### src/rtl/ccir656_rx.sv
// BT.656 byte-stream receiver: finds FF 00 00 XY timing references, tracks F/V/H,
// and emits tagged active-video bytes with line counting and error pulses.
module ccir656_rx #(
    parameter int ACTIVE_PIXELS = 720,
    parameter int LINE_W        = 10
) (
    input  logic              clk27M,
    input  logic              rst_n,
    input  logic [7:0]        din,
    output logic [7:0]        pix_data,
    output logic              pix_valid,
    output logic [1:0]        pix_comp,
    output logic              f,
    output logic              v,
    output logic              h,
    output logic              sav,
    output logic              eav,
    output logic              field_start,
    output logic [LINE_W-1:0] line_cnt,
    output logic              err_prot,
    output logic              err_len
);

    localparam logic [11:0] LP_LINE_BYTES = 12'(2 * ACTIVE_PIXELS);

    logic [7:0]  r_s0, r_s1, r_s2, r_s3;
    logic [3:0]  r_act;          // r_act[i] is the active tag travelling with r_si
    logic        r_active;
    logic        r_locked;
    logic [11:0] r_byte_cnt;
    logic [1:0]  r_comp_phase;

    logic w_trs, w_f, w_v, w_h, w_prot_ok, w_valid;
    logic w_sav, w_eav, w_new_field, w_act_next, w_pix_out;

    always_comb begin
        w_trs       = (r_s3 == 8'hFF) && (r_s2 == 8'h00) && (r_s1 == 8'h00) && r_s0[7];
        w_f         = r_s0[6];
        w_v         = r_s0[5];
        w_h         = r_s0[4];
        w_prot_ok   = (r_s0[3] == (w_v ^ w_h)) && (r_s0[2] == (w_f ^ w_h)) &&
                      (r_s0[1] == (w_f ^ w_v)) && (r_s0[0] == (w_f ^ w_v ^ w_h));
        w_valid     = w_trs && w_prot_ok;
        w_sav       = w_valid && !w_h;
        w_eav       = w_valid && w_h;
        w_new_field = w_valid && r_locked && (w_f != f);
        // TRS bytes never reach the pixel output, valid or not.
        w_pix_out   = r_act[3] && !w_trs;
        // NOTE: assign the default first so every path drives w_act_next and no latch is inferred.
        w_act_next  = r_active;
        if (w_eav) begin
            w_act_next = 1'b0;
        end else if (w_sav && !w_v) begin
            w_act_next = 1'b1;
        end
    end

    // Byte pipeline; the byte entering s0 is tagged with the post-TRS active flag,
    // so the first byte after a SAV XY is already active.
    always_ff @(posedge clk27M or negedge rst_n) begin
        if (!rst_n) begin
            r_s0  <= 8'h00;
            r_s1  <= 8'h00;
            r_s2  <= 8'h00;
            r_s3  <= 8'h00;
            r_act <= 4'b0000;
        end else begin
            // NOTE: non-blocking assignments let every stage sample its predecessor's old value.
            r_s0     <= din;
            r_s1     <= r_s0;
            r_s2     <= r_s1;
            r_s3     <= r_s2;
            r_act[0] <= w_act_next;
            r_act[1] <= r_act[0] && !w_trs;
            r_act[2] <= r_act[1] && !w_trs;
            r_act[3] <= r_act[2] && !w_trs;
        end
    end

    always_ff @(posedge clk27M or negedge rst_n) begin
        if (!rst_n) begin
            pix_data     <= 8'h00;
            pix_valid    <= 1'b0;
            pix_comp     <= 2'd0;
            r_comp_phase <= 2'd0;
            r_byte_cnt   <= 12'd0;
        end else begin
            pix_data  <= r_s3;
            pix_valid <= w_pix_out;
            if (w_pix_out) begin
                pix_comp     <= r_comp_phase;
                r_comp_phase <= r_comp_phase + 2'd1;
                if (r_byte_cnt != 12'hFFF) begin
                    r_byte_cnt <= r_byte_cnt + 12'd1;
                end
            end
            if (w_sav) begin
                r_comp_phase <= 2'd0;
                r_byte_cnt   <= 12'd0;
            end
        end
    end

    always_ff @(posedge clk27M or negedge rst_n) begin
        if (!rst_n) begin
            f           <= 1'b0;
            v           <= 1'b0;
            h           <= 1'b0;
            sav         <= 1'b0;
            eav         <= 1'b0;
            field_start <= 1'b0;
            line_cnt    <= '0;
            err_prot    <= 1'b0;
            err_len     <= 1'b0;
            r_active    <= 1'b0;
            r_locked    <= 1'b0;
        end else begin
            sav         <= w_sav;
            eav         <= w_eav;
            field_start <= w_new_field;
            err_prot    <= w_trs && !w_prot_ok;
            // Pixels are counted as they leave s3, so at EAV detection the count is complete.
            err_len     <= w_eav && r_active && (r_byte_cnt != LP_LINE_BYTES);
            r_active    <= w_act_next;
            if (w_valid) begin
                f        <= w_f;
                v        <= w_v;
                h        <= w_h;
                r_locked <= 1'b1;
            end
            if (w_new_field) begin
                line_cnt <= '0;
            end else if (w_eav) begin
                line_cnt <= line_cnt + LINE_W'(1);
            end
        end
    end

endmodule

### config.mk
export PLATFORM = sky130hd
export DESIGN_NAME = ccir656_rx
export DESIGN_NICKNAME = d
export VERILOG_FILES = /design/src/rtl/ccir656_rx.sv
export SDC_FILE = /design/constraint.sdc
export NUM_CORES = 1
export LEC_CHECK = 0
export BUFFER_PORTS_ARGS = -buffer_cell sky130_fd_sc_hd__buf_2
export CAP_MARGIN = 20
export CELL_PAD_IN_SITES_DETAIL_PLACEMENT = 0
export CELL_PAD_IN_SITES_GLOBAL_PLACEMENT = 2
export CORE_AREA = 5 5 94 96
export DETAILED_ROUTE_END_ITERATION = 10
export DIE_AREA = 0 0 99 101
export PLACE_DENSITY = 0.87
export SETUP_SLACK_MARGIN = 0.3
export SLEW_MARGIN = 20
export SYNTH_ARGS = -nofsm -noshare
export SYNTH_HDL_FRONTEND = slang
export SYNTH_SLANG_ARGS = --single-unit
### constraint.sdc
create_clock -name clk27M -period 4.2 [get_ports clk27M]
set_input_delay 0 -clock clk27M [delete_from_list [all_inputs] [get_ports clk27M]]
set_output_delay 0 -clock clk27M [all_outputs]
set_load 0.05 [all_outputs]
* After elaboration in Yosys (flattened, before gate mapping)
Cells that the tools add are included.
** Cells by class
- Eq/ne operators :: 8
- Reduce and logical (&&, ||, !) cells :: 29
- Bitwise logic cells :: 4
- Mux-type cells :: 9
- Add/subtract/negate cells :: 3
** Operator list (count)
- two-way mux 12 bit :: 3
- two-way mux 10 bit :: 2
- logical AND 1 bit :: 19
- logical NOT 8 bit :: 2
- adder 12 x 1 -> 12 bit, second input constant :: 1
- != test 12 x 11 -> 1 bit, second input constant :: 1
- != test 12 bit, second input constant :: 1
- adder 10 x 1 -> 10 bit, second input constant :: 1
- equality test 8 bit, second input constant :: 1
- nonzero test 2 bit :: 3
- equality test 1 bit :: 4
- logical NOT 1 bit :: 4
- two-way mux 2 bit :: 2
- XOR 1 bit :: 4
- adder 2 x 1 -> 2 bit, second input constant :: 1
- two-way mux 1 bit :: 2
- AND reduction 2 bit :: 1
- != test 1 bit :: 1
** Word-level totals
- Register bits after elaboration :: 81
- Word-level logic and storage cells :: 74
- Input bits :: 10
- Output and inout port bits :: 29

* Longest topological paths before layout
Gate-level depths: netlist of run 1.
- Depth after elaboration :: 10
- Gate-level depth with buffers :: 6
- Gate-level depth less buffers :: 6

* Worst setup path after synthesis of run 1
OpenSTA, ideal clock, no wires.
- Kind :: register to register
- From :: register line_cnt[2]
- To :: register line_cnt[9]
- Setup slack :: 2.319 ns
- Arrival time :: 1.795 ns
- Cell stages (with the launch flop) :: 5
- Path buffers :: 0
- Clock period less this slack :: 1.881 ns
- Path through :: dfrtp_1 -> and4_1 -> nand4_1 -> or4_1 -> o211ai_1
** On the way
- Word-level cells in the longest chain between the ends :: 3
** RTL lines
- start, declared :: line 19 : output logic [LINE_W-1:0] line_cnt,
- start signal, assigned :: line 134 : line_cnt <= line_cnt + LINE_W'(1);
- adder 10 x 1 -> 10 bit :: line 134
- two-way mux 10 bit :: line 133 : end else if (w_eav) begin
- two-way mux 10 bit :: line 131 : if (w_new_field) begin
No other way between the ends. The select of a mux whose other input is x is not followed.
A chain may end at the register's enable or synchronous reset.

* Final worst setup path of run 1
- From :: register r_s2[1]
- To :: register r_comp_phase[0]
** On the way
- Word-level cells in the longest chain between the ends :: 7
- Elaborated cells between the ends (all ways) :: 10
- Those cells by class :: mux (1); reduce/logical (9)
** RTL lines
- start, declared :: line 26 : logic [7:0] r_s0, r_s1, r_s2, r_s3;
- start signal, assigned :: line 71 : r_s2 <= r_s1;
- logical NOT 8 bit (*) :: line 37 : w_trs = (r_s3 == 8'hFF) && (r_s2 == 8'h00) && (r_s1 == 8'h00) && r_s0[7];
- logical AND 1 bit (*) (3 in series) :: line 37
- logical AND 1 bit / logical NOT 1 bit (equally long branches) :: line 43, 48
- logical AND 1 bit (on tied branches) :: line 44, 48
- two-way mux 2 bit / nonzero test 2 bit (equally long branches)
- end signal, assigned :: line 92 : r_comp_phase <= r_comp_phase + 2'd1;
- end, declared :: line 31 : logic [1:0] r_comp_phase;
Mark *: on every way between the ends. The rest lies on a longest branch, timed or not.

==> qor_table.md, run 1 <==
| Result | Reported | Unit |
| --- | --- | --- |
| Clock tree from TritonCTS | built | - |
| Worst Max-Slew Pin Slew | 0.937 | ns |
| Worst-case reg-to-reg path depth | 5 | - |
| Combinational family with the most area after synthesis | simple AND/OR/NAND/NOR gates | - |
| Comb power frac | 4.1 | % |
| Number of synthesized register bits | 80 | - |
| Setup TNS | 0 | ns |
| Growth of design area from synthesis to finish | 17.5 | % |
| Final Skew | 0.0127 | ns |
| Maximum count of clock buffers along a single path | 2 | - |
| Switching Share | 23.8 | % |
| Number of max-capacitance violations reported | 0 | - |
| Fraction of registers with async set or reset after synthesis | 100 | % |
| CP peak stage delay | 0.82 | ns |
| Number of nets with antenna violations after detailed routing | 0 | - |
| Outcome | finished clean | - |
| Leakage power | 1.70 | nW |
| Row Count | 33 | - |
| Global-route wire length before repair | 10,900 | µm |
| Top-level I/O count | 39 | - |
| Share of the yosys chip area belonging to registers | 61.8 | % |
| Clock latency at the later pin of the worst-skew pair | 0.35 | ns |
| Floorplan die width | 99 | µm |
| Overall die height | 101 | µm |
| Total clock buffers created by CTS | 9 | - |
| Compound-Gate Fraction of Synth Area | 11.2 | % |
| Unrepaired setup endpoints after global routing | false | - |
| Routability congestion estimate from global placement | 0.838 | - |
| CTS resizes | 0 | - |
| Fraction of layout instances using a drive strength above 1 | 23.5 | % |
| Area of the core | 7970 | µm² |
| Post-Syn Area per Cell | 12.4 | µm² |
| Fraction of the mapped netlist area in simple logic gates | 20.1 | % |
| Class of the most critical hold timing path | in -> async | - |
| Number of port buffers | 38 | - |
| Crit-path cells | nor4b_4 > nand4_4 > or2_1 > nor3_2 > nor2_1 | - |
| Overflow left after global routing | 0 | - |
| Htree depth | 3 | - |
| Syn Nets | 274 | - |
| Post-synthesis cell area | 3240 | µm² |
| Final core utilization | 47.7 | % |
| Clock period minus worst slack | 2.59 | ns |
| Xor and xnor fraction of the mapped netlist area | 1.89 | % |
| Routed len/inst | 15.5 | µm |
| Post-DP HPWL | 4240 | µm |
| Slew Limit Fails | 0 | - |
| Cts hold-fix bufs | 9 | - |
| Total net switching power | 0.000339 | W |
| Kind of critical path | reg -> reg | - |
| Kind of end point of the critical path | register | - |
| Count of mapped cells out of synthesis | 261 | - |
| Starting density of the core | 40.6 | % |
| Sequential cell fraction of total power | 56.4 | % |
| Routed wire length | 6520 | µm |
| Total routing resource utilization after global routing | 13.9 | % |
| Worst ir drop on vdd | 0.000172 | V |
| Count of unique library cells instantiated by Yosys | 52 | - |
| Average via count per standard cell | 5.28 | - |
| First-iteration detailed-routing DRC count | 108 | - |
| Number of setup buffers added after CTS | 0 | - |
| Clock edge transition at the registers on the reported setup and hold paths | 0.08 | ns |
| First drt pass iteration count | 4 | - |
| Max stage delay cell, worst path | nor3_2 | - |
| Clock root buffer master | clkbuf_8 | - |
| Largest fanout on the critical path | 21 | - |
| Max Fclk | 386 | MHz |
| Critical path required time | 4.41 | ns |
| DIE AREA | 10000 | µm² |
| Cell Area, Placed | 3510 | µm² |
| Total non-filler cell area in the finished layout | 3800 | µm² |
| Total inserted antenna cells | 0 | - |
| Most common cell after layout, fill and taps aside | dfrtp_1 | - |
| Fraction of power consumed by the clock network | 39.6 | % |
| Number of antenna violations at the first check in global routing | 0 | - |
| Internal power component | 0.00108 | W |
| Adder-cell area share of the yosys netlist | 1.16 | % |
| Final worst-path cycle share | 61.7 | % |
| Highest-count cells in the layout ignoring fill and taps | dfrtp_1 (80), buf_2 (37), nand2_1 (14), nor2_1 (13), a21oi_1 (12) | - |
| Largest net degree at the start of global routing | 81 | - |
| Relative slew margins | 37.2 | % |
| Kind of launch point of the worst setup path | register | - |
| Primary FF master, synth | dfrtp_1 | - |
| DRC violations left | 0 | - |
| Via count of the first global-routing pass | 2,227 | - |
| # setup viols final | 0 | - |
| Vias after detailed routing | 2,219 | - |
| Pwr per Cell Area | 374 | nW/µm² |
| Data arrival time of the worst path | 2.80 | ns |
| Portion of netlist area occupied by mux cells | 1.35 | % |
| Number of enable-type register cells in the synthesized netlist | 0 | - |
| Net count reported at finish | 323 | - |
| Synth Warn # | 0 | - |
| Hold violation count in the final report | 0 | - |
| Clock Sinks | 80 | - |
## critical path, delay by kind of cell, from the launching register on
| family | cells | cell delay [ns] |
|---|---|---|
| DFF | 1 | 0.41 |
| and+or+nand+nor | 5 | 2.02 |
## registers in the layout, summed over array words and instances, names as in the netlist, 2 cells and up
signal / flops
line_cnt: 10
pix_comp: 2
pix_data: 8
r_act: 4
r_byte_cnt: 12
r_comp_phase: 2
r_s0: 8
r_s1: 8
r_s2: 8
r_s3: 8
## power groups by stage
| stage | Sequential, W | Combinational [W] | Clock (W) |
|---|---|---|---|
| 6_report | 0.000803 | 0.0000578 | 0.000563 |
| 5_1_grt | 0.000806 | 0.0000643 | 0.000608 |
| 4_1_cts | 0.000803 | 0.0000592 | 0.000576 |
| 3_5_place_dp | 0.000819 | 0.0000526 | 0 |
| 3_3_place_gp | 0.000818 | 0.0000519 | 0 |
| 2_1_floorplan | 0.000828 | 0.0000138 | 0 |
## cell type report
class                           count  area [µm²]
Tap cell                          105         131
Clock buffer                       10         128
Inverter                            8        30.0
Fill cell                         724        4170
Timing Repair Buffer               47         287
Sequential cell                    80        2000
Multi-Input combinational cell    164        1160
Clock inverter                      6        68.8
## synthesized netlist by cell type, types with 2 or more instances
library cell / n / area share, %
nand4_1: 5 / 0.97
o31ai_1: 8 / 1.9
nand2_1: 14 / 1.6
o21ai_1: 2 / 0.31
nand4b_1: 4 / 1.1
and3_1: 4 / 0.77
and4b_1: 2 / 0.62
o31ai_2: 2 / 0.77
ha_1: 3 / 1.2
clkbuf_1: 2 / 0.23
dfrtp_1: 80 / 62
nor3_1: 10 / 1.5
o41ai_1: 3 / 0.81
xor2_1: 7 / 1.9
nand2b_1: 3 / 0.58
o32ai_1: 2 / 0.54
or3_1: 4 / 0.77
buf_2: 6 / 0.93
nor4_2: 2 / 0.77
and2_1: 10 / 1.9
nand3_1: 8 / 1.2
and4_1: 2 / 0.54
o21ai_0: 8 / 1.2
inv_1: 8 / 0.93
o41ai_2: 3 / 1.5
a21oi_1: 12 / 1.9
o211ai_1: 4 / 0.93
mux2_2: 3 / 1.0
nor2_1: 13 / 1.5
or4_1: 5 / 1.2
## metrics by stage
| step | worst slack (ns) | cells | hold slack, ns | power (W) |
|---|---|---|---|---|
| final | 1.61 | 420 | 0.242 | 0.00142 |
| after global routing | 1.34 | 420 | 0.277 | 0.00148 |
| after CTS | 1.57 | 420 | 0.266 | 0.00144 |
| after detailed placement | 1.60 | 395 | 0.109 | 0.000871 |
| after global placement | 1.62 | 395 | 0.108 | 0.000870 |
| after floorplan | 2.32 | 261 | -0.296 | 0.000842 |
## routing by layer
metal	up-vias	global-route usage, %	wire length (µm)	part of all wire [%]
li1	1057	-	-	-
met1	1106	18.5	3120	48
met2	42	21.3	2980	46
met3	14	4.22	316	4.9
met4	0	5.15	99	1.5
met5	-	0	0	0
## worst paths after layout
path / end / slack (ns) / from
worst max-delay path: r_comp_phase[0]$_DFFE_PN0P_ / 1.61 / r_s2[1]$_DFF_PN0_
worst max register to register: r_comp_phase[0]$_DFFE_PN0P_ / 1.61 / r_s2[1]$_DFF_PN0_
worst min register to register: r_s2[5]$_DFF_PN0_ / 0.37 / r_s1[5]$_DFF_PN0_
worst min-delay path: r_s2[5]$_DFF_PN0_ / 0.24 / rst_n
max in group asynchronous: err_prot$_DFF_PN0_ / 3.46 / rst_n
min in group clk27M: r_s0[2]$_DFF_PN0_ / 0.28 / din[2]
## kinds of logic after synthesis
logic type	count (synthesis)
simple gates	101
buf+inv	17
compound gates	49
xor+xnor	7
flops	80
mux	4
fa+ha+maj	3
(Power assumes the default switching activity.)
==> run 2: changes to the inputs <==
--- a/config.mk
+++ b/config.mk
@@ -9,10 +9,10 @@
 export CAP_MARGIN = 20
 export CELL_PAD_IN_SITES_DETAIL_PLACEMENT = 0
 export CELL_PAD_IN_SITES_GLOBAL_PLACEMENT = 2
-export CORE_AREA = 5 5 94 96
+export CORE_AREA = 5 5 103 105
 export DETAILED_ROUTE_END_ITERATION = 10
-export DIE_AREA = 0 0 99 101
-export PLACE_DENSITY = 0.87
+export DIE_AREA = 0 0 108 110
+export PLACE_DENSITY = 0.78
 export SETUP_SLACK_MARGIN = 0.3
 export SLEW_MARGIN = 20
 export SYNTH_ARGS = -nofsm -noshare
==> constraint.sdc (replaced) <==
create_clock -name clk27M -period 2.24 [get_ports clk27M]
set_input_delay 0 -clock clk27M [delete_from_list [all_inputs] [get_ports clk27M]]
set_output_delay 0 -clock clk27M [all_outputs]
set_load 0.05 [all_outputs]
==> run 2 against run 1 <==
Net effect:
- utilization fell by 5.6 points
- critical path depth up 2
- global-route usage is 1.5 points lower
- worst setup slack lost 1.2 ns
- sequential cell count did not move
- combinational power rose by 100%
- clock power increased by 88%
- routed wire length up 4.7%
- register-to-register slack worse by 1.2 ns
- clock-buffer cell count unchanged
==> qor_table.md, run 2 (synthesized netlist as in run 1, its figures left out) <==
| Result | Reported | Unit | Change |
| --- | --- | --- | --- |
| Outcome | finished clean | - | unchanged |
| Reg2Reg Launch Point | r_s3[0]$_DFF_PN0_ | - | was r_s2[1]$_DFF_PN0_ |
| Average via count per standard cell | 4.86 | - | was 5.28 |
| Hold violation count in the final report | 0 | - | unchanged |
| Kind of launch point of the worst setup path | register | - | unchanged |
| Total inserted antenna cells | 0 | - | unchanged |
| Slew Limit Fails | 0 | - | unchanged |
| Kind of critical path | reg -> reg | - | unchanged |
| Busiest metal layer after global routing | met2 | - | unchanged |
| Reg-to-reg endpoint | r_byte_cnt[3]$_DFFE_PN0P_ | - | was r_comp_phase[0]$_DFFE_PN0P_ |
| DRC violations left | 0 | - | unchanged |
| Met2 usage in global routing | 18.7 | % | was 21.3% |
| Global-route track usage on met1 | 16.8 | % | was 18.5% |
| Clock Sinks | 80 | - | unchanged |
| Clock edge transition at the registers on the reported setup and hold paths | 0.08 | ns | about the same |
| Fraction of layout instances using a drive strength above 1 | 28.5 | % | was 23.5% |
| Post-DP HPWL | 4450 | µm | was 4240 µm |
| Net count reported at finish | 338 | - | was 323 |
| Global Route met3 Usage | 4.66 | % | was 4.22% |
| Data arrival time of the worst path | 2.14 | ns | was 2.80 ns |
| Routability congestion estimate from global placement | 0.812 | - | was 0.838 |
| Overflow left after global routing | 0 | - | unchanged |
| Number of nets with antenna violations after detailed routing | 0 | - | unchanged |
| Pwr per Cell Area | 666 | nW/µm² | was 374 nW/µm² |
| Number of port buffers | 38 | - | unchanged |
| Clock tree from TritonCTS | built | - | unchanged |
| Max Fclk | 538 | MHz | was 386 MHz |
| First drt pass iteration count | 5 | - | was 4 |
| Top-level I/O count | 39 | - | unchanged |
| Unrepaired setup endpoints after global routing | true | - | was false |
| Floorplan die width | 108 | µm | was 99 µm |
| Class of the most critical hold timing path | in -> async | - | unchanged |
| Largest fanout on the critical path | 15 | - | was 21 |
| Clock period minus worst slack | 1.86 | ns | was 2.59 ns |
| Final Skew | 0.0133 | ns | was 0.0127 ns |
| Clock latency at the later pin of the worst-skew pair | 0.35 | ns | about the same |
| Vias after detailed routing | 2,248 | - | was 2,219 |
| Area of the core | 9550 | µm² | was 7970 µm² |
| Most common cell after layout, fill and taps aside | dfrtp_1 | - | unchanged |
| Maximum count of clock buffers along a single path | 2 | - | unchanged |
| Number of max-capacitance violations reported | 0 | - | unchanged |
| Kind of end point of the critical path | register | - | unchanged |
| Clock root buffer master | clkbuf_8 | - | unchanged |
| Total clock buffers created by CTS | 9 | - | unchanged |
| Worst Max-Slew Pin Slew | 0.521 | ns | was 0.937 ns |
| Setup TNS | 0 | ns | unchanged |
| Routed len/inst | 14.7 | µm | was 15.5 µm |
| Via count of the first global-routing pass | 2,234 | - | was 2,227 |
| PnR worst setup slack | 0.380 | ns | was 1.61 ns |
| Flop-to-flop setup slack | 0.38 | ns | was 1.61 ns |
| Number of antenna violations at the first check in global routing | 0 | - | unchanged |
| Row Count | 36 | - | was 33 |
| Final core utilization | 42.1 | % | was 47.7% |
| Max reg flops | 12 | - | unchanged |
| First-iteration detailed-routing DRC count | 82 | - | was 108 |
| Overall die height | 110 | µm | was 101 µm |
| Total power | 0.00268 | W | was 0.00142 W |
| Critical path required time | 2.52 | ns | was 4.41 ns |
| Final worst-path cycle share | 83.0 | % | was 61.7% |
| Htree depth | 3 | - | unchanged |
| Crit path launch | r_s3[0]$_DFF_PN0_ | - | was r_s2[1]$_DFF_PN0_ |
| Largest net degree at the start of global routing | 81 | - | unchanged |
| Starting density of the core | 33.9 | % | was 40.6% |
| DIE AREA | 11,900 | µm² | was 10000 µm² |
| Routed wire length | 6820 | µm | was 6520 µm |
| # setup viols final | 0 | - | unchanged |
| Highest-count cells in the layout ignoring fill and taps | dfrtp_1 (80), buf_2 (37), nor2_1 (13), nand2_1 (13), buf_4 (11) | - | was dfrtp_1 (80), buf_2 (37), nand2_1 (14), nor2_1 (13), a21oi_1 (12) |
| Leakage power | 1.80 | nW | was 1.70 nW |
| Dpl ws | 0.149 | ns | was 1.60 ns |
| Global-route wire length before repair | 11,300 | µm | was 10,900 µm |
| Relative slew margins | 65.2 | % | was 37.2% |
| Growth of design area from synthesis to finish | 24.2 | % | was 17.5% |
| Largest regs | r_byte_cnt (12), line_cnt (10) | - | unchanged |
| Worst-case reg-to-reg path depth | 7 | - | was 5 |
| Register with the most flip-flops | r_byte_cnt | - | unchanged |
| Worst ir drop on vdd | 0.000366 | V | was 0.000172 V |
| Total routing resource utilization after global routing | 12.3 | % | was 13.9% |
[run 2: critical path, cell delays in order (launching register included)]
cell and delay (ns):
dfrtp_1 0.40, and4bb_2 0.26, nand3_2 0.09, buf_6 0.12, nor2_4 0.05, buf_4 0.19
or4_1 0.53, a21oi_2 0.14
[run 2: layer usage]
metal / share of wire, % / vias up
met5: 0 / -
met4: 0.56 / 0
met3: 4.2 / 4
met2: 47 / 53
met1: 48 / 1110
li1: - / 1081
[run 2: area by class of cell]
type,count,area (µm²)
Tap cell,133,166
Sequential cell,80,2000
Clock inverter,6,67.6
Clock buffer,10,128
Timing Repair Buffer,61,429
Fill cell,947,5530
Multi-Input combinational cell,165,1200
Inverter,8,30.0
[run 2: report_power, final]
part | switching [W] | internal (W) | total, W
registers | 0.0000250 | 0.00148 | 0.00150
logic | 0.0000780 | 0.0000401 | 0.000118
clock network | 0.000538 | 0.000519 | 0.00106
[run 2: metrics by stage]
stage	hold WS (ns)	instance area, µm²	instances
2_1_floorplan	-0.296	3240	261
3_3_place_gp	0.0598	3610	429
4_1_cts	0.221	3900	455
5_1_grt	0.249	4020	463
3_5_place_dp	0.0648	3610	429
6_report	0.217	4020	463
[run 2: worst max path at each step]
stage | to | slack (ns) | cells after the start
2_1_floorplan | line_cnt[9]$_DFFE_PN0P_ | 0.36 | 4
3_3_place_gp | line_cnt[2]$_DFFE_PN0P_ | 0.22 | 6
3_5_place_dp | line_cnt[2]$_DFFE_PN0P_ | 0.15 | 6
4_1_cts | f$_DFFE_PN0N_ | 0.33 | 5
5_1_grt | r_act[0]$_DFF_PN0_ | 0.27 | 6
6_report | r_byte_cnt[3]$_DFFE_PN0P_ | 0.38 | 7
[run 2: repair_timing]
action / in CTS / in global routing
cloned: 0 / 1
endpoints found under the setup margin: 25 / 22
pin swaps: 1 / 2
gates resized for setup: 2 / 7
hold endpoints to repair: 88 / 0
hold buffers: 9 / 0
buffers inserted: 1 / 7
==> run 3: changes to the inputs <==
--- a/config.mk
+++ b/config.mk
@@ -5,14 +5,15 @@
 export SDC_FILE = /design/constraint.sdc
 export NUM_CORES = 1
 export LEC_CHECK = 0
+export ABC_AREA = 1
 export BUFFER_PORTS_ARGS = -buffer_cell sky130_fd_sc_hd__buf_2
 export CAP_MARGIN = 20
 export CELL_PAD_IN_SITES_DETAIL_PLACEMENT = 0
 export CELL_PAD_IN_SITES_GLOBAL_PLACEMENT = 2
-export CORE_AREA = 5 5 103 105
+export CORE_AREA = 5 5 106 108
 export DETAILED_ROUTE_END_ITERATION = 10
-export DIE_AREA = 0 0 108 110
-export PLACE_DENSITY = 0.78
+export DIE_AREA = 0 0 111 113
+export PLACE_DENSITY = 0.81
 export SETUP_SLACK_MARGIN = 0.3
 export SLEW_MARGIN = 20
 export SYNTH_ARGS = -nofsm -noshare
==> constraint.sdc (replaced) <==
create_clock -name clk27M -period 1.9 [get_ports clk27M]
set_input_delay 0 -clock clk27M [delete_from_list [all_inputs] [get_ports clk27M]]
set_output_delay 0 -clock clk27M [all_outputs]
set_load 0.05 [all_outputs]
==> run 3 against run 2 <==
Net effect:
- clock skew shrank 0.0075 ns
- maximum frequency increased by 12%
- die area up 5.6%
- critical path depth up 3
==> qor_table.md, run 3 <==
| Result | Reported | Unit | Change |
| --- | --- | --- | --- |
| Outcome | finished clean | - | unchanged |
| Clock root buffer master | clkbuf_8 | - | unchanged |
| Fraction of registers with async set or reset after synthesis | 100 | % | unchanged |
| Most common cell after layout, fill and taps aside | dfrtp_1 | - | unchanged |
| Maximum count of clock buffers along a single path | 2 | - | unchanged |
| Final worst-path cycle share | 87.2 | % | was 83.0% |
| Routed wire length | 8120 | µm | was 6820 µm |
| Number of max-capacitance violations reported | 0 | - | unchanged |
| Register with the most flip-flops | r_byte_cnt | - | unchanged |
| Relative slew margins | 64.5 | % | was 65.2% |
| Hold violation count in the final report | 0 | - | unchanged |
| Clock period minus worst slack | 1.66 | ns | was 1.86 ns |
| Share of the yosys chip area belonging to registers | 58.1 | % | was 61.8% |
| Post-Syn Area per Cell | 8.95 | µm² | was 12.4 µm² |
| Slew Limit Fails | 0 | - | unchanged |
| Routed len/inst | 12.9 | µm | was 14.7 µm |
| Setup TNS | 0 | ns | unchanged |
| Number of nets with antenna violations after detailed routing | 0 | - | unchanged |
| Data arrival time of the worst path | 1.92 | ns | was 2.14 ns |
| Largest regs | r_byte_cnt (12), line_cnt (10) | - | unchanged |
| Worst Max-Slew Pin Slew | 0.532 | ns | was 0.521 ns |
| # setup viols final | 0 | - | unchanged |
| First-iteration detailed-routing DRC count | 131 | - | was 82 |
| Top-level I/O count | 39 | - | unchanged |
| Cell Area, Placed | 3970 | µm² | was 3610 µm² |
| DRC violations left | 0 | - | unchanged |
| Count of mapped cells out of synthesis | 385 | - | was 261 |
| Clock edge transition at the registers on the reported setup and hold paths | 0.09 | ns | was 0.08 ns |
| Syn Nets | 398 | - | was 274 |
| Class of the most critical hold timing path | in -> async | - | unchanged |
| Clock latency at the later pin of the worst-skew pair | 0.36 | ns | was 0.35 ns |
| Number of enable-type register cells in the synthesized netlist | 0 | - | unchanged |
| Highest-count cells in the layout ignoring fill and taps | dfrtp_1 (73), nand2_1 (72), inv_1 (54), nor2_1 (44), buf_2 (37) | - | was dfrtp_1 (80), buf_2 (37), nor2_1 (13), nand2_1 (13), buf_4 (11) |
| Pwr per Cell Area | 697 | nW/µm² | was 666 nW/µm² |
| Floorplan die width | 111 | µm | was 108 µm |
| Final Skew | 0.00582 | ns | was 0.0133 ns |
| Global-route wire length before repair | 13,900 | µm | was 11,300 µm |
| CP peak stage delay | 0.47 | ns | was 0.53 ns |
| Worst ir drop on vdd | 0.000422 | V | was 0.000366 V |
| Starting density of the core | 34.0 | % | was 33.9% |
| First drt pass iteration count | 4 | - | was 5 |
| Growth of design area from synthesis to finish | 38.2 | % | was 24.2% |
| Largest fanout on the critical path | 8 | - | was 15 |
| Overflow left after global routing | 0 | - | unchanged |
| Row Count | 37 | - | was 36 |
| Final core utilization | 47.0 | % | was 42.1% |
| Top cell type by total area after synthesis | dfrtp_1 | - | unchanged |
| Synth top area cells | dfrtp_1 (58%), nand2_1 (8.9%), nand3_1 (6.8%) | - | was dfrtp_1 (62%), and2_1 (1.9%), xor2_1 (1.9%) |
| Placed Cells incl. Taps | 572 | - | was 429 |
| Htree depth | 3 | - | unchanged |
| Cell mode on critical path | nand2_2 | - |  |
| Fraction of layout instances using a drive strength above 1 | 35.0 | % | was 28.5% |
| Number of synthesized register bits | 80 | - | unchanged |
| Largest net degree at the start of global routing | 40 | - | was 81 |
| Number of antenna violations at the first check in global routing | 0 | - | unchanged |
| Number of port buffers | 38 | - | unchanged |
| Leakage power | 2.44 | nW | was 1.80 nW |
| Via count of the first global-routing pass | 2,928 | - | was 2,234 |
| Routability congestion estimate from global placement | 0.787 | - | was 0.812 |
| Primary FF master, synth | dfrtp_1 | - | unchanged |
| Clock tree from TritonCTS | built | - | unchanged |
| Clock Sinks | 80 | - | unchanged |
| Crit-path cells | nand2_2 > nand2_4 > nor2_2 > nand2_2 > a21oi_4 > buf_6 > nand4_4 > clkbuf_16 > nand3_2 > nand2_1 | - | was and4bb_2 > nand3_2 > buf_6 > nor2_4 > buf_4 > or4_1 > a21oi_2 |
| Kind of launch point of the worst setup path | register | - | unchanged |
| Worst hold-check slack | 0.147 | ns | was 0.217 ns |
| Top-area cell type share of the netlist area | 58.1 | % | was 61.8% |
| Vias after detailed routing | 2,787 | - | was 2,248 |
| Net count reported at finish | 499 | - | was 338 |
| Synth Warn # | 0 | - | unchanged |
| Critical path required time | 2.16 | ns | was 2.52 ns |
| Total inserted antenna cells | 0 | - | unchanged |
| Count of unique library cells instantiated by Yosys | 26 | - | was 52 |
| Average via count per standard cell | 4.44 | - | was 4.86 |
| Total non-filler cell area in the finished layout | 4760 | µm² | was 4020 µm² |
| Area of the core | 10,100 | µm² | was 9550 µm² |
| Total clock buffers created by CTS | 9 | - | unchanged |
| Most common cell in the synthesized netlist | nand2_1 | - | was dfrtp_1 |
| DIE AREA | 12,500 | µm² | was 11,900 µm² |
| Max Fclk | 603 | MHz | was 538 MHz |
| Non-filler instance count after layout | 627 | - | was 463 |
| Kind of critical path | reg -> reg | - | unchanged |
| Post-synthesis cell area | 3450 | µm² | was 3240 µm² |
| Max reg flops | 12 | - | unchanged |
| Unrepaired setup endpoints after global routing | true | - | unchanged |
| Overall die height | 113 | µm | was 110 µm |
| Leading cell types by count after synthesis | nand2_1 (82), dfrtp_1 (80), nor2_1 (57) | - | was dfrtp_1 (80), nand2_1 (14), nor2_1 (13) |
| Max stage delay cell, worst path | dfrtp_2 | - | was or4_1 |
| Kind of end point of the critical path | register | - | unchanged |
| Total routing resource utilization after global routing | 13.9 | % | was 12.3% |
| Post-DP HPWL | 5600 | µm | was 4450 µm |
run 3: cell count changes after synthesis, moves of 5 or more:
cell     delta
xor2_1      +5
inv_1      +47
nand3_1    +39
buf_2       -5
nand2_1    +68
o31ai_1     -8
or4_1       -5
a21oi_1    -10
and2_1     -10
nand2_2     +5
nor2_1     +44
run 3: layout make-up:
type                    instances  area (µm²)
fillers                       976        5380
flip-flops and latches         80        2010
multi-input cells             246        1460
repair buffers                 92         701
inverters                      57         219
well taps                     136         170
clock buffers                   9         124
clock inverters                 7        83.8
run 3: layer usage:
| metal | GRT usage, % | routed length [µm] | vias to the layer above | part of all wire [%] |
|---|---|---|---|---|
| met5 | 0 | 0 | - | 0 |
| met4 | 4.84 | 106 | 0 | 1.3 |
| met3 | 3.80 | 284 | 7 | 3.5 |
| met2 | 23.5 | 3950 | 39 | 49 |
| met1 | 17.2 | 3780 | 1340 | 47 |
| li1 | - | - | 1401 | - |
run 3: worst paths after layout:
path | start | endpoint | slack (ns) | cells after the start
max in group asynchronous | rst_n | line_cnt[2]$_DFFE_PN0P_ | 1.13 | 3
min in group clk27M | din[1] | r_s0[1]$_DFF_PN0_ | 0.28 | 2
hold / removal | rst_n | pix_data[7]$_DFF_PN0_ | 0.15 | 2
hold reg to reg | r_s3[3]$_DFF_PN0_ | pix_data[3]$_DFF_PN0_ | 0.38 | 0
setup reg to reg | r_s0[4]$_DFF_PN0_ | line_cnt[4]$_DFFE_PN0P_ | 0.24 | 10
setup / recovery | r_s0[4]$_DFF_PN0_ | line_cnt[4]$_DFFE_PN0P_ | 0.24 | 10
run 3: what timing repair did:
item                                   in CTS  in global routing
gates resized for setup                    42                 21
buffers inserted                           22                  6
pin swaps                                  27                 12
hold buffers                                9                  0
endpoints found under the hold margin      45                  0
setup endpoints to repair                  30                 30
cloned                                      1                  1
run 3: metrics by stage:
step                      power [W]  setup slack (ns)
after floorplan             0.00189             0.266
after global placement      0.00197            0.0337
after detailed placement    0.00198           0.00465
after CTS                   0.00336             0.269
after global routing        0.00348             0.128
final                       0.00332             0.243
run 3: cell families (layout without fill, tap and decap cells):
kind of cell | count (synthesis) | count (layout) | share of synthesized area [%]
buf+inv | 60 | 165 | 7.08
fa+ha+maj | 3 | 3 | 1.09
simple gates | 215 | 216 | 27.9
flops | 80 | 80 | 58.1
compound gates | 13 | 13 | 2.25
xor+xnor | 14 | 14 | 3.56
run 3: worst max-delay path, delay by kind of cell, from the launching register on:
family | cells | cell delay [ns]
AND/OR/NAND/NOR | 7 | 0.60
AO/OA/AOI/OAI | 1 | 0.17
buffers and inverters | 2 | 0.33
flip-flops | 1 | 0.47
run 3: power breakdown:
group	switching, W	total (W)	internal, W
clock network	0.000684	0.00132	0.000634
registers	0.0000342	0.00178	0.00174
logic	0.000140	0.000223	0.0000830
total	0.000859	0.00332	0.00246
